--- config.mk ---
export PLATFORM = sky130hd
export DESIGN_NAME = dca_mru_step_sequencer
export DESIGN_NICKNAME = d
export VERILOG_FILES = /design/src/rtl/dca_mru_step_sequencer_pkg.sv /design/src/rtl/dca_mru_step_sequencer.sv
export SDC_FILE = /design/constraint.sdc
export NUM_CORES = 1
export LEC_CHECK = 0
export ABC_AREA = 0
export BUFFER_PORTS_ARGS = -buffer_cell sky130_fd_sc_hd__buf_2
export CORE_UTILIZATION = 30
export DETAILED_ROUTE_END_ITERATION = 10
export GPL_TIMING_DRIVEN = 0
export PLACE_DENSITY = 0.52
export SLEW_MARGIN = 20
export SYNTH_ARGS = -nofsm -noshare
export SYNTH_HDL_FRONTEND = slang
export SYNTH_SLANG_ARGS = --single-unit
export TNS_END_PERCENT = 30
--- constraint.sdc ---
create_clock -name clk -period 2.3 [get_ports clk]
set_input_delay 0.115 -clock clk [delete_from_list [all_inputs] [get_ports clk]]
set_output_delay 0.115 -clock clk [all_outputs]
set_load 0.05 [all_outputs]
--- src/rtl/dca_mru_step_sequencer_pkg.sv ---
// -----------------------------------------------------------------------------
// dca_mru_step_sequencer_pkg
// Shared MRU instruction definitions for the step sequencer.
//   BW_DCA_MRU_OPCODE            : width of an MRU opcode
//   DCA_MRU_OPCODE_INDEX_*       : bit positions of the opcode flags
//   BW_BLOCKED_STEP_INST         : width of a step instruction {last, opcode}
//   pack_step_inst()             : builds a step instruction word
// -----------------------------------------------------------------------------
package dca_mru_step_sequencer_pkg;

    localparam int BW_DCA_MRU_OPCODE                 = 3;
    localparam int DCA_MRU_OPCODE_INDEX_TRANSPOSE    = 0;
    localparam int DCA_MRU_OPCODE_INDEX_FILL         = 1;
    localparam int DCA_MRU_OPCODE_INDEX_LSU0_REQUEST = 2;

    // A step instruction carries the opcode plus a "last step" flag on top.
    localparam int BW_BLOCKED_STEP_INST = BW_DCA_MRU_OPCODE + 1;

    function automatic logic [BW_BLOCKED_STEP_INST-1:0] pack_step_inst(
        input logic                         last,
        input logic [BW_DCA_MRU_OPCODE-1:0] opcode
    );
        return {last, opcode};
    endfunction

endpackage

--- src/rtl/dca_mru_step_sequencer.sv ---
// -----------------------------------------------------------------------------
// dca_mru_step_sequencer
// Accepts one MRU command (opcode + step count), issues that many step
// instructions to the MRU step executor, then waits for the executor to report
// that the last step has drained before pulsing done.
//
// Ports
//   clk, rstnn          : clock, asynchronous active-low reset
//   clear               : synchronous abort back to IDLE (highest priority)
//   cmd_valid/ready     : command handshake
//   cmd_opcode          : MRU opcode (transpose / fill / LSU0-request flags)
//   cmd_num_step        : number of steps to issue (0 allowed)
//   step_valid/ready    : step handshake towards the executor
//   step_inst           : {last, opcode}
//   exec_done           : executor pulse, last step fully drained
//   busy                : high in ISSUE and DRAIN
//   done                : one-cycle completion pulse
//   issued_count        : steps issued for the current command
// -----------------------------------------------------------------------------
module dca_mru_step_sequencer
    import dca_mru_step_sequencer_pkg::*;
#(
    parameter int MATRIX_SIZE_PARA = 8,
    parameter int BW_STEP_COUNT    = 16
)(
    input  logic                            clk,
    input  logic                            rstnn,
    input  logic                            clear,
    input  logic                            cmd_valid,
    output logic                            cmd_ready,
    input  logic [BW_DCA_MRU_OPCODE-1:0]    cmd_opcode,
    input  logic [BW_STEP_COUNT-1:0]        cmd_num_step,
    output logic                            step_valid,
    input  logic                            step_ready,
    output logic [BW_BLOCKED_STEP_INST-1:0] step_inst,
    input  logic                            exec_done,
    output logic                            busy,
    output logic                            done,
    output logic [BW_STEP_COUNT-1:0]        issued_count
);

    // The matrix size is only passed through from the DCA configuration; reject
    // nonsensical values at elaboration.
    if (MATRIX_SIZE_PARA <= 0) begin : g_bad_matrix_size
        $error("MATRIX_SIZE_PARA must be positive");
    end

    localparam logic [1:0] ST_ENC_IDLE  = 2'd0;
    localparam logic [1:0] ST_ENC_ISSUE = 2'd1;
    localparam logic [1:0] ST_ENC_DRAIN = 2'd2;

    typedef enum logic [1:0] {
        ST_IDLE  = ST_ENC_IDLE,
        ST_ISSUE = ST_ENC_ISSUE,
        ST_DRAIN = ST_ENC_DRAIN
    } state_t;

    localparam logic [BW_STEP_COUNT-1:0] CNT_ZERO = '0;
    localparam logic [BW_STEP_COUNT-1:0] CNT_ONE  = BW_STEP_COUNT'(1);

    state_t                         r_state;
    logic [BW_STEP_COUNT-1:0]       r_remaining;
    logic [BW_STEP_COUNT-1:0]       r_issued_count;
    logic [BW_DCA_MRU_OPCODE-1:0]   r_opcode;
    logic                           r_done;

    logic                           w_accept;
    logic                           w_last;

    assign cmd_ready    = (r_state == ST_IDLE) && !clear;
    assign w_accept     = cmd_valid && cmd_ready;
    assign step_valid   = (r_state == ST_ISSUE);
    assign busy         = (r_state != ST_IDLE);
    assign done         = r_done;
    assign issued_count = r_issued_count;
    assign w_last       = (r_remaining == CNT_ONE);

    // step_inst is built purely from registers, so it cannot change while the
    // executor is stalling us.
    always_comb begin
        step_inst = pack_step_inst(w_last, {BW_DCA_MRU_OPCODE{1'b0}});
        step_inst[DCA_MRU_OPCODE_INDEX_TRANSPOSE]    = r_opcode[DCA_MRU_OPCODE_INDEX_TRANSPOSE];
        step_inst[DCA_MRU_OPCODE_INDEX_FILL]         = r_opcode[DCA_MRU_OPCODE_INDEX_FILL];
        step_inst[DCA_MRU_OPCODE_INDEX_LSU0_REQUEST] = r_opcode[DCA_MRU_OPCODE_INDEX_LSU0_REQUEST];
    end

    always_ff @(posedge clk or negedge rstnn) begin
        if (!rstnn) begin
            r_state        <= ST_IDLE;
            r_remaining    <= CNT_ZERO;
            r_issued_count <= CNT_ZERO;
            r_opcode       <= '0;
            r_done         <= 1'b0;
        end else begin
            r_done <= 1'b0;
            if (clear) begin
                // Abort wins over every handshake in this cycle; no done pulse.
                r_state        <= ST_IDLE;
                r_remaining    <= CNT_ZERO;
                r_issued_count <= CNT_ZERO;
            end else begin
                case (r_state)
                    ST_IDLE: begin
                        if (w_accept) begin
                            r_opcode       <= cmd_opcode;
                            r_remaining    <= cmd_num_step;
                            r_issued_count <= CNT_ZERO;
                            // An empty command completes immediately from IDLE.
                            if (cmd_num_step == CNT_ZERO) begin
                                r_done <= 1'b1;
                            end else begin
                                r_state <= ST_ISSUE;
                            end
                        end
                    end
                    ST_ISSUE: begin
                        // The remaining guard keeps the counter from wrapping.
                        if (step_ready && (r_remaining != CNT_ZERO)) begin
                            r_remaining    <= r_remaining - CNT_ONE;
                            r_issued_count <= r_issued_count + CNT_ONE;
                            if (w_last) begin
                                r_state <= ST_DRAIN;
                            end
                        end
                    end
                    ST_DRAIN: begin
                        if (exec_done) begin
                            r_state <= ST_IDLE;
                            r_done  <= 1'b1;
                        end
                    end
                    default: r_state <= ST_IDLE;
                endcase
            end
        end
    end

endmodule
# ---- After elaboration in Yosys (flattened, before gate mapping)
# Cells that the tools add are included.
dict set report op_classes {
  n_addsub 2
  multipliers 0
  n_div 0
  magnitude_cmp 0
  eq_ne 8
  shifts 0
  muxes 20
  bitwise_logic 1
  n_reduce_logical 12
}
# op count
set op_table {}
lappend op_table {{$mux W16} 6}
lappend op_table {{$pmux W16 S2} 2}
lappend op_table {{$add A16 B1 Y16 const B} 1}
lappend op_table {{$eq A16 B1 Y1 const B} 1}
lappend op_table {{$logic_not A16 Y1} 1}
lappend op_table {{$reduce_bool A16 Y1} 1}
lappend op_table {{$sub A16 B1 Y16 const B} 1}
lappend op_table {{$mux W2} 6}
lappend op_table {{$ne A3 B3 Y1 const B} 3}
lappend op_table {{$ne A3 B2 Y1 const B} 2}
lappend op_table {{$pmux W2 S3} 1}
lappend op_table {{$reduce_and A3 Y1} 2}
lappend op_table {{$reduce_and A5 Y1} 1}
lappend op_table {{$mux W1} 4}
lappend op_table {{$logic_and A1 B1 Y1} 3}
lappend op_table {{$reduce_bool A3 Y1} 1}
lappend op_table {{$eq A2 B1 Y1 const B} 1}
lappend op_table {{$eq A2 B2 Y1 const B} 1}
lappend op_table {{$logic_not A2 Y1} 1}
lappend op_table {{$pmux W1 S2} 1}
lappend op_table {{$reduce_bool A2 Y1} 1}
lappend op_table {{$logic_not A1 Y1} 1}
lappend op_table {{$not A1 Y1} 1}
dict set report totals {
  ff_bits 38
  latchBits 0
  ramBits 0
  mem_bits_ro 0
  input_bits 25
  wordCells 48
  n_memories 0
}

# ---- Logic depth before layout (Yosys ltp)
# Gate-level depths: netlist of the first run.
dict set report depth {
  word_depth 6
  ltp_mapped 9
}

# ---- Worst setup path after synthesis of the first run
# No wires, ideal clock.
dict set report synth_timing {
  path_kind {register to register}
  from {register r_state[1]}
  to {register r_opcode[0]}
  arrival_ns 2.371
  required_ns 2.175
  setup_slack_ns -0.196
  path_stages_with_launch 5
  n_path_buf 1
  period_less_slack_ns 2.496
  cell_sequence {dfrtp_1 -> nor3_1 -> and2_1 -> clkbuf_1 -> mux2_2}
}
dict set report synth_between {
  elab_chain_cells 4
}
# element line
set synth_rtl {}
lappend synth_rtl {{start: declaration} dca_mru_step_sequencer.sv:61} ;# state_t r_state;
lappend synth_rtl {{start signal: assignment} dca_mru_step_sequencer.sv:89} ;# r_state <= ST_IDLE;
lappend synth_rtl {{start signal: assignment} dca_mru_step_sequencer.sv:98} ;# r_state <= ST_IDLE;
lappend synth_rtl {{start signal: assignment} dca_mru_step_sequencer.sv:112} ;# r_state <= ST_ISSUE;
lappend synth_rtl {{$logic_not A2 Y1} dca_mru_step_sequencer.sv:70} ;# assign cmd_ready = (r_state == ST_IDLE) && !clear;
lappend synth_rtl {{$logic_and A1 B1 Y1} dca_mru_step_sequencer.sv:70}
lappend synth_rtl {{via cmd_ready} dca_mru_step_sequencer.sv:30} ;# output logic cmd_ready,
lappend synth_rtl {{$logic_and A1 B1 Y1} dca_mru_step_sequencer.sv:71} ;# assign w_accept = cmd_valid && cmd_ready;
lappend synth_rtl {{$reduce_and A3 Y1 (no line)} -}
lappend synth_rtl {{end signal: assignment} dca_mru_step_sequencer.sv:105} ;# r_opcode <= cmd_opcode;
lappend synth_rtl {{end: declaration} dca_mru_step_sequencer.sv:64} ;# logic [BW_DCA_MRU_OPCODE-1:0] r_opcode;
# The timed path passes the listed nets, and every way through them passes these cells.
# A chain may end at the register's enable or synchronous reset.

# ---- Worst setup path after layout of the first run
dict set report layout_timing {
  from {register r_remaining[1]}
  to {register r_remaining[8]}
}
dict set report layout_between {
  elab_chain_cells 4
  word_cells_on_any_way 8
  classes_between {1 x add/sub; 1 x eq/ne; 3 x mux; 3 x reduce/logical}
}
# element line
set layout_rtl {}
lappend layout_rtl {{start: declaration} dca_mru_step_sequencer.sv:62} ;# logic [BW_STEP_COUNT-1:0] r_remaining;
lappend layout_rtl {{start signal: assignment} dca_mru_step_sequencer.sv:106} ;# r_remaining <= cmd_num_step;
lappend layout_rtl {{start signal: assignment} dca_mru_step_sequencer.sv:119} ;# r_remaining <= r_remaining - CNT_ONE;
lappend layout_rtl {{$sub A16 B1 Y16 / $reduce_bool A16 Y1 (equally long branches)} {dca_mru_step_sequencer.sv:119, dca_mru_step_sequencer.sv:118}}
lappend layout_rtl {{$mux W16 / $logic_and A1 B1 Y1 (equally long branches)} dca_mru_step_sequencer.sv:118} ;# if (step_ready && (r_remaining != CNT_ZERO)) begin
lappend layout_rtl {{$pmux W16 S2 / $ne A3 B2 Y1 (equally long branches)} -}
lappend layout_rtl {{$mux W16 / $reduce_and A3 Y1 (equally long branches)} -}
# Parallel ways exist; a longest one is shown, timed or not. The select of a mux whose other input is x is not followed.

==> results.txt, run 1 <==
outcome = finished, final reports clean
CTS root buffer = clkbuf_8
Post-Synthesis Cells = 262
IO Count = 49
count of different cell masters after synthesis = 55
largest net degree at the start of global routing = 39
most used cell, CP = buf_6
Diodes inserted = 0
period utilization = 0.992
nets = 364
hold_ws = 0.0457 ns
leakage = 1.32 nW
Post-Place Cells = 412
gpl congestion = 0.782
total CTS buffers = 5
DR iter-0 viols = 130
Worst slew margin = 0.403
CP delay by family, top = simple AND/OR/NAND/NOR gates
Max Freq = 438 MHz
grt total ovfl = 0
layout cells sized above 1 = 0.347
overall power = 2.15 mW
die width = 92.5 microns
fin cells = 439
Clk network pwr share = 0.276
post-synthesis sequential area ratio = 0.387
Pint = 1.37 mW
post-synthesis register bit count = 38
first-pass GRT wire length = 12300 microns
Syn-to-layout area delta = 29.2%
mapped cell area = 2460 sq um
commonest non-fill, non-tap cell in the layout = buf_2
Final Max Slew Viols = 0
Vias = 2485
Largest stage delay, worst path = 0.55 ns
number of max-cap violations = 0
syn_area_per_cell = 9.38 sq um
Total Routing Usage GR = 0.184
Initial DRT Pass Iterations = 4
# DRC = 0
antenna viol nets, final = 0
Crit. End Element = flip-flop
CP Data Arrival Time = 2.43 ns
clock sinks = 38
RR Endpoint = r_remaining[8]
number of flops mapped to enable cells by yosys = 0
Hold Path Class = in2reg
setup slack, reg-to-reg = 0.02 ns
Async SR Flop Fraction = 1.00
Sw Ratio = 0.366
largest fanout on the critical path = 4
CP Buf/Inv Count = 3
Setup Skew = 0.00963 ns
Main synth FF type = dfrtp_1
Synth area leader = dfrtp_1
combinational share of power = 0.365
Worst Setup Start Kind = flip-flop
NetSw = 0.788 mW
Req. time, crit path = 2.45 ns
Filler cells = 816
Core ar. = 7810 sq um
Post-DP HPWL = 5200 microns
number of global-route vias before repair = 2314
initial antenna violation count = 0
Post-Syn Nets = 290
Reg area = 953 sq um
Die Height = 92.5 microns
RSZ-0062 raised after global routing = true
highest-count cells in the layout ignoring fill and taps = buf_2, dfrtp_1, nand2_1
Seq pwr share = 0.359
hold path endpoint = r_opcode[1]
port bufs = 48
CP max stage cell = or4_4
CTS HTree Levels = 2
Reg clk slew, reported paths = 0.08 ns
CTS tree = done
type of the worst setup path = reg2reg
Rows = 32
clk buf depth = 2
Worst Min Path Start = cmd_opcode[1]
final setup fails = 0
yosys warns = 0
crit-path cells = inv_2, ha_4, or3b_4, or4_4, a21oi_4, buf_6, buf_6, o221ai_1
die area = 8560 sq um
post-route cell area = 3180 sq um
routed len/inst = 17.2 microns
Yosys top cell area share = 0.387
VDD IR max = 0.257 mV
Synth area leaders = dfrtp_1, nand2_1, o221ai_2
Register-to-Register Path Depth = 8
PD cells = 678 nW/um^2
multi-input logic area = 1430 sq um
reg-to-reg startpoint = r_remaining[1]
Slew @ Worst Pin = 0.896 ns
Post-Route WL = 7570 microns
Via density = 5.66
Starting Density = 0.315
Post-Place Cell Area = 2850 sq um
worst hold stages = 2
min cycle time layout = 2.28 ns
latest clock arrival within the worst-skew pair = 0.30 ns
Fin. Hold Viols = 0
state kept, by name (all words and copies together), names as in the netlist:
name,flops
r_remaining,16
issued_count,16
r_opcode,3
r_state,2
done,1
worst max path at each step:
stage,cells past startpoint,endpoint,start
after floorplan,9,r_remaining[11],r_remaining[0]
after global placement,9,r_remaining[5],r_remaining[0]
after detailed placement,9,r_remaining[5],r_remaining[0]
after CTS,7,r_remaining[8],r_remaining[6]
after global routing,8,r_remaining[9],r_remaining[1]
final,8,r_remaining[8],r_remaining[1]
synthesized netlist by cell type (all sizes together) (6+ instances only):
library cell,count
or4,13
or3,7
dfrtp,38
o31ai,7
a21oi,17
o31a,6
nand3,9
nor4,13
inv,7
nor2,8
o221ai,9
clkbuf,12
nand2,28
nand4,6
buf,8
what timing repair did:
| action | in CTS | in global routing |
|---|---|---|
| cloned | 1 | 0 |
| setup endpoints to repair | 28 | 17 |
| gates resized for setup | 16 | 2 |
| pin swaps | 3 | 8 |
| hold buffers | 1 | 0 |
| hold endpoints to repair | 38 | 0 |
| setup buffers | 12 | 9 |
layer usage:
layer,routed length (microns),global-route usage,up-vias
met4,100,0.0521,0
met3,395,0.0369,13
met2,3470,0.290,72
met5,0,0,-
met1,3600,0.255,1220
li1,-,-,1180
logic make-up after synthesis:
logic type	count (synthesis)	synth area share
AO/OA/AOI/OAI	70	0.229
multiplexers	9	0.0387
buffers and inverters	27	0.0539
AND/OR/NAND/NOR	115	0.276
adder cells (fa/ha/maj)	3	0.0153
flip-flops	38	0.387
layout make-up:
class	count	share of cell area
buffer	16	0.0272
clock buffer	5	0.0217
clock inverter	3	0.0142
inverter	7	0.00827
multi-input combinational	197	0.449
sequential	38	0.300
tap	102	0.0402
timing repair buffer	71	0.139
power by group through the flow:
stage	combinational [mW]	sequential (mW)	clock (mW)
final	0.786	0.773	0.596
after global routing	0.843	0.782	0.632
after CTS	0.746	0.772	0.605
after detailed placement	0.669	0.791	0
after global placement	0.669	0.790	0
after floorplan	0.443	0.826	0
per-stage QoR:
stage | util | setup WS, ns | TNS [ns]
after floorplan | - | -0.0000868 | -0.000521
after global placement | 0.365 | -0.354 | -5.24
after detailed placement | 0.365 | -0.372 | -5.05
after CTS | 0.399 | 0.000729 | 0
after global routing | 0.407 | -0.0526 | -0.521
final | 0.407 | 0.0177 | 0
Power figures use the tool's default switching activity.
==> run 2, diff against run 1 <==
PLACE_DENSITY = not set   (was 0.52)
==> results.txt, run 2 (synthesis gave the netlist of run 1 again) <==
Largest stage delay, worst path = 0.61 ns (+0.06 ns)
latest clock arrival within the worst-skew pair = 0.29 ns (about the same)
antenna viol nets, final = 0 (unchanged)
Syn-to-layout area delta = 28.0%
gpl congestion = 0.854 (+9.2%)
VDD IR max = 0.293 mV (+14%)
Crit. End Element = flip-flop
largest fanout on the critical path = 5 (+1)
final core utilization = 0.403 (-0.00385)
CTS HTree Levels = 2 (unchanged)
Initial DRT Pass Iterations = 5 (+1)
Post-Place Cells = 412 (unchanged)
grt total ovfl = 0 (unchanged)
highest-count cells in the layout ignoring fill and taps = buf_2, dfrtp_1, nand2_1
Reg clk slew, reported paths = 0.08 ns (about the same)
Setup Skew = 0.00617 ns (-0.00347 ns)
most used cell, CP = or4_4
period utilization = 0.988 (-0.00476)
CTS tree = done
clock sinks = 38 (unchanged)
CP Data Arrival Time = 2.42 ns (about the same)
number of global-route vias before repair = 2240 (-3.2%)
min cycle time layout = 2.27 ns (-0.0109 ns)
DR iter-0 viols = 140 (+7.7%)
port bufs = 48 (unchanged)
final setup fails = 0 (unchanged)
Worst Setup Start Kind = flip-flop
Req. time, crit path = 2.44 ns (about the same)
Final Max Slew Viols = 0 (unchanged)
initial antenna violation count = 0 (unchanged)
type of the worst setup path = reg2reg
number of max-cap violations = 0 (unchanged)
TNS Setup = 0 ns (unchanged)
layout cells sized above 1 = 0.342 (-0.00476)
leakage = 1.29 nW (-2.2%)
Fin. Hold Viols = 0 (unchanged)
PD cells = 654 nW/um^2 (-3.7%)
largest net degree at the start of global routing = 39 (unchanged)
Via density = 5.78 (+2.0%)
RSZ-0062 raised after global routing = true
die area = 8560 sq um (unchanged)
Vias = 2495 (+0.40%)
Slew @ Worst Pin = 0.902 ns (+0.00627 ns)
Rows = 32 (unchanged)
nets = 357 (-1.9%)
first-pass GRT wire length = 12000 microns (-2.2%)
die width = 92.5 microns (unchanged)
Total Routing Usage GR = 0.179 (-0.00498)
outcome = finished, final reports clean
routed len/inst = 17.2 microns (-0.45%)
Die Height = 92.5 microns (unchanged)
Worst slew margin = 0.399 (-0.00418)
commonest non-fill, non-tap cell in the layout = buf_2
total CTS buffers = 5 (unchanged)
Post-Route WL = 7410 microns (-2.0%)
Starting Density = 0.315 (unchanged)
Hold Path Class = in2reg
CP max stage cell = or4_4
clk buf depth = 2 (unchanged)
CTS root buffer = clkbuf_8
# DRC = 0 (unchanged)
Diodes inserted = 0 (unchanged)
Core ar. = 7810 sq um (unchanged)
fin cells = 432 (-1.6%)
IO Count = 49 (unchanged)
Max Freq = 440 MHz (+0.48%)
crit-path cells = or4_4, or4_4, a21oi_4, buf_8, o221ai_2
Post-DP HPWL = 5110 microns (-1.7%)
overall power = 2.06 mW (-4.6%)
## run 2: changes by cell type in the layout (fill, tap and decap cells not counted), sizes merged
| cell | change |
|---|---|
| bufinv | -1 |
| clkbuf | +2 |
| clkinv | +1 |
| clkinvlp | -1 |
| buf | -8 |
## run 2: worst paths after layout
check / from / depth (start not counted) / slack (ns) / end
worst max-delay path: r_remaining[12] / 5 / 0.03 / r_remaining[6]
worst min-delay path: cmd_opcode[2] / 2 / 0.05 / r_opcode[2]
worst max register to register: r_remaining[12] / 5 / 0.03 / r_remaining[6]
worst min register to register: r_opcode[0] / 1 / 0.51 / r_opcode[0]
max in group asynchronous: rstnn / 2 / 1.20 / r_remaining[8]
min in group asynchronous: rstnn / 2 / 0.48 / issued_count[4]
## run 2: stage by stage
step	hold WS [ns]	setup slack, ns	cell area, sq um
2_1_floorplan	-0.181	-0.0000868	2480
3_3_place_gp	0.300	-0.312	2850
3_5_place_dp	0.286	-0.335	2850
4_1_cts	0.0455	0.00580	3090
5_1_grt	0.0553	-0.0168	3150
6_report	0.0485	0.0287	3150
## run 2: repair_timing
action | 4_1_cts | 5_1_grt
resized for setup | 17 | 9
cloned | 1 | 0
setup buffers | 10 | 4
endpoints found under the setup margin | 24 | 14
hold endpoints to repair | 38 | 0
pin swaps | 4 | 11
hold buffers | 1 | 0
## run 2: layer usage
metal,routed length [microns],GRT usage,share of wire
met2,3390,0.280,0.46
met1,3490,0.253,0.47
met4,63,0.0391,0.0085
met5,0,0,0
met3,473,0.0378,0.064
## run 2: final cells by class
type                       count  area [sq um]
timing repair buffer          64           387
buffer                        16          90.1
sequential                    38           952
clock buffer                   6          82.6
tap                          102           128
inverter                       7          26.3
multi-input combinational    197          1470
fill                         794          4660
clock inverter                 2          12.5
## run 2: worst max-delay path, delay by kind of cell (launching register included)
kind,cells,cell delay [ns]
AOI/OAI and AO/OA,2,0.35
buffers and inverters,1,0.16
and+or+nand+nor,2,1.18
DFF,1,0.43
## run 2: power breakdown
part	internal (mW)	leakage, nW	switching [mW]
Clock	0.241	0.0472	0.255
Sequential	0.720	0.511	0.0540
Combinational	0.312	0.728	0.474
==> run 3, diff against run 2 <==
PLACE_DENSITY = 0.57   (was not set)
==> results.txt, run 3 (synthesis gave the netlist of run 1 again) <==
min cycle time layout = 2.20 ns (-0.0747 ns)
Clk network pwr share = 0.319 (+0.078)
highest-count cells in the layout ignoring fill and taps = buf_2, dfrtp_1, nand2_1
grt total ovfl = 0 (unchanged)
hold_ws = 0.0385 ns (-0.00994 ns)
Setup Skew = 0.00846 ns (+0.00230 ns)
CTS root buffer = clkbuf_8
type of the worst setup path = reg2out
RR Endpoint = r_remaining[2]
number of max-cap violations = 0 (unchanged)
Crit. End Element = output port
combinational share of power = 0.338 (-0.044)
final core utilization = 0.405 (+0.00240)
Diodes inserted = 0 (unchanged)
clk buf depth = 2 (unchanged)
CP max stage cell = or4_4
PD cells = 719 nW/um^2 (+10%)
setup slack, reg-to-reg = 0.10 ns (+0.07 ns)
Rows = 32 (unchanged)
Seq pwr share = 0.343 (-0.033)
outcome = finished, final reports clean
global routing usage on met1 = 0.262 (+0.00908)
Worst slew margin = 0.404 (+0.00494)
Hold Path Class = in2reg
number of global-route vias before repair = 2240 (unchanged)
crit-path cells = or4_4, buf_6, nor4_4, buf_4, buf_4
leakage = 1.30 nW (+0.99%)
Vias = 2452 (-1.7%)
post-route setup slack = 0.103 ns (+0.0747 ns)
Via density = 5.68 (-1.7%)
Fin. Hold Viols = 0 (unchanged)
nets = 357 (unchanged)
die width = 92.5 microns (unchanged)
NetSw = 0.779 mW (-0.51%)
Largest stage delay, worst path = 0.53 ns (-0.08 ns)
VDD IR max = 0.343 mV (+17%)
first-pass GRT wire length = 12000 microns (-0.18%)
Final Max Slew Viols = 0 (unchanged)
RSZ-0062 raised after global routing = false
Starting Density = 0.315 (unchanged)
Pint = 1.50 mW (+17%)
Post-DP HPWL = 5040 microns (-1.4%)
Req. time, crit path = 2.18 ns (-0.26 ns)
# DRC = 0 (unchanged)
clock sinks = 38 (unchanged)
final setup fails = 0 (unchanged)
crit path launch = r_remaining[10]
Core ar. = 7810 sq um (unchanged)
total CTS buffers = 5 (unchanged)
CTS tree = done
met3 Use GR = 0.0369 (-0.000821)
Post-Route WL = 7240 microns (-2.3%)
busiest grt layer = met2
Max Freq = 455 MHz (+3.4%)
die area = 8560 sq um (unchanged)
CP Data Arrival Time = 2.08 ns (-0.34 ns)
most used cell, CP = buf_4
latest clock arrival within the worst-skew pair = 0.31 ns (+0.02 ns)
reg-to-reg startpoint = r_remaining[1]
period utilization = 0.955 (-0.0325)
antenna viol nets, final = 0 (unchanged)
Syn-to-layout area delta = 28.8%
Register-to-Register Path Depth = 7 (+2)
CTS HTree Levels = 2 (unchanged)
Slew @ Worst Pin = 0.895 ns (-0.00740 ns)
Reg clk slew, reported paths = 0.08 ns (about the same)
port bufs = 48 (unchanged)
gpl congestion = 0.805 (-5.8%)
Worst Setup Start Kind = flip-flop
Total Routing Usage GR = 0.179 (-0.000381)
DR iter-0 viols = 157 (+12%)
Sw Ratio = 0.342 (-0.0383)
commonest non-fill, non-tap cell in the layout = buf_2
Critical Path End = step_inst[3]
largest fanout on the critical path = 8 (+3)
Die Height = 92.5 microns (unchanged)
TNS Setup = 0 ns (unchanged)
routed len/inst = 16.8 microns (-2.3%)
met2 GRT Util = 0.273 (-0.00617)
initial antenna violation count = 0 (unchanged)
Initial DRT Pass Iterations = 4 (-1)
largest net degree at the start of global routing = 39 (unchanged)
post-place setup slack = -0.391 ns (-0.0560 ns)
IO Count = 49 (unchanged)
layout cells sized above 1 = 0.333 (-0.00909)
==> run 3: changes by cell type in the layout (fill, tap and decap cells not counted), moves of 2 or more <==
cell       delta
bufinv_16     +2
o221ai_1      +3
buf_6         +3
o221ai_2      -3
==> run 3: power groups by stage <==
stage,clock network [mW],registers (mW),logic [mW]
final,0.725,0.781,0.769
after global routing,0.765,0.792,0.834
after global placement,0,0.789,0.659
after CTS,0.732,0.777,0.711
after floorplan,0,0.826,0.443
after detailed placement,0,0.791,0.663
==> run 3: worst max-delay path, delay by kind of cell, from the launching register on <==
family | cells | cell delay, ns
buf+inv | 3 | 0.50
flops | 1 | 0.43
simple gates | 2 | 0.85
==> run 3: how the worst min path moves through the flow <==
stage	startpoint	to	slack [ns]	cells past startpoint
after global routing	cmd_opcode[2]	r_opcode[2]	0.04	2
after global placement	rstnn	issued_count[2]	0.30	1
after CTS	cmd_opcode[1]	r_opcode[1]	0.04	2
after detailed placement	rstnn	issued_count[2]	0.30	1
final	cmd_opcode[1]	r_opcode[1]	0.04	2
after floorplan	rstnn	done	-0.18	0
==> run 3: cell type report <==
cell class	count	area (sq um)
clock buffers	6	82.6
clock inverters	2	60.1
flip-flops and latches	38	952
inverters	7	26.3
fillers	792	4640
multi-input cells	197	1450
plain buffers	16	86.3
repair buffers	64	377
well taps	102	128
==> run 3: timing repair <==
item                                    in CTS  in global routing
setup buffers                                8                  7
hold endpoints to repair                    38                  0
resized for setup                           13                 11
endpoints found under the setup margin      29                 16
cloned                                       1                  0
pin swaps                                    4                  5
hold buffers                                 1                  0
==> run 3: through the flow <==
| stage | total power [mW] | std cells | area [sq um] |
|---|---|---|---|
| floorplan | 1.27 | 262 | 2480 |
| global placement | 1.45 | 412 | 2850 |
| detailed placement | 1.45 | 412 | 2850 |
| CTS | 2.22 | 427 | 3100 |
| global route | 2.39 | 432 | 3170 |
| finish | 2.28 | 432 | 3170 |
==> run 3: metal layers <==
metal / part of all wire / vias to the layer above
met3: 0.062 / 5
met2: 0.46 / 77
met1: 0.47 / 1206
met4: 0.0050 / 0
li1: - / 1164
met5: 0 / -
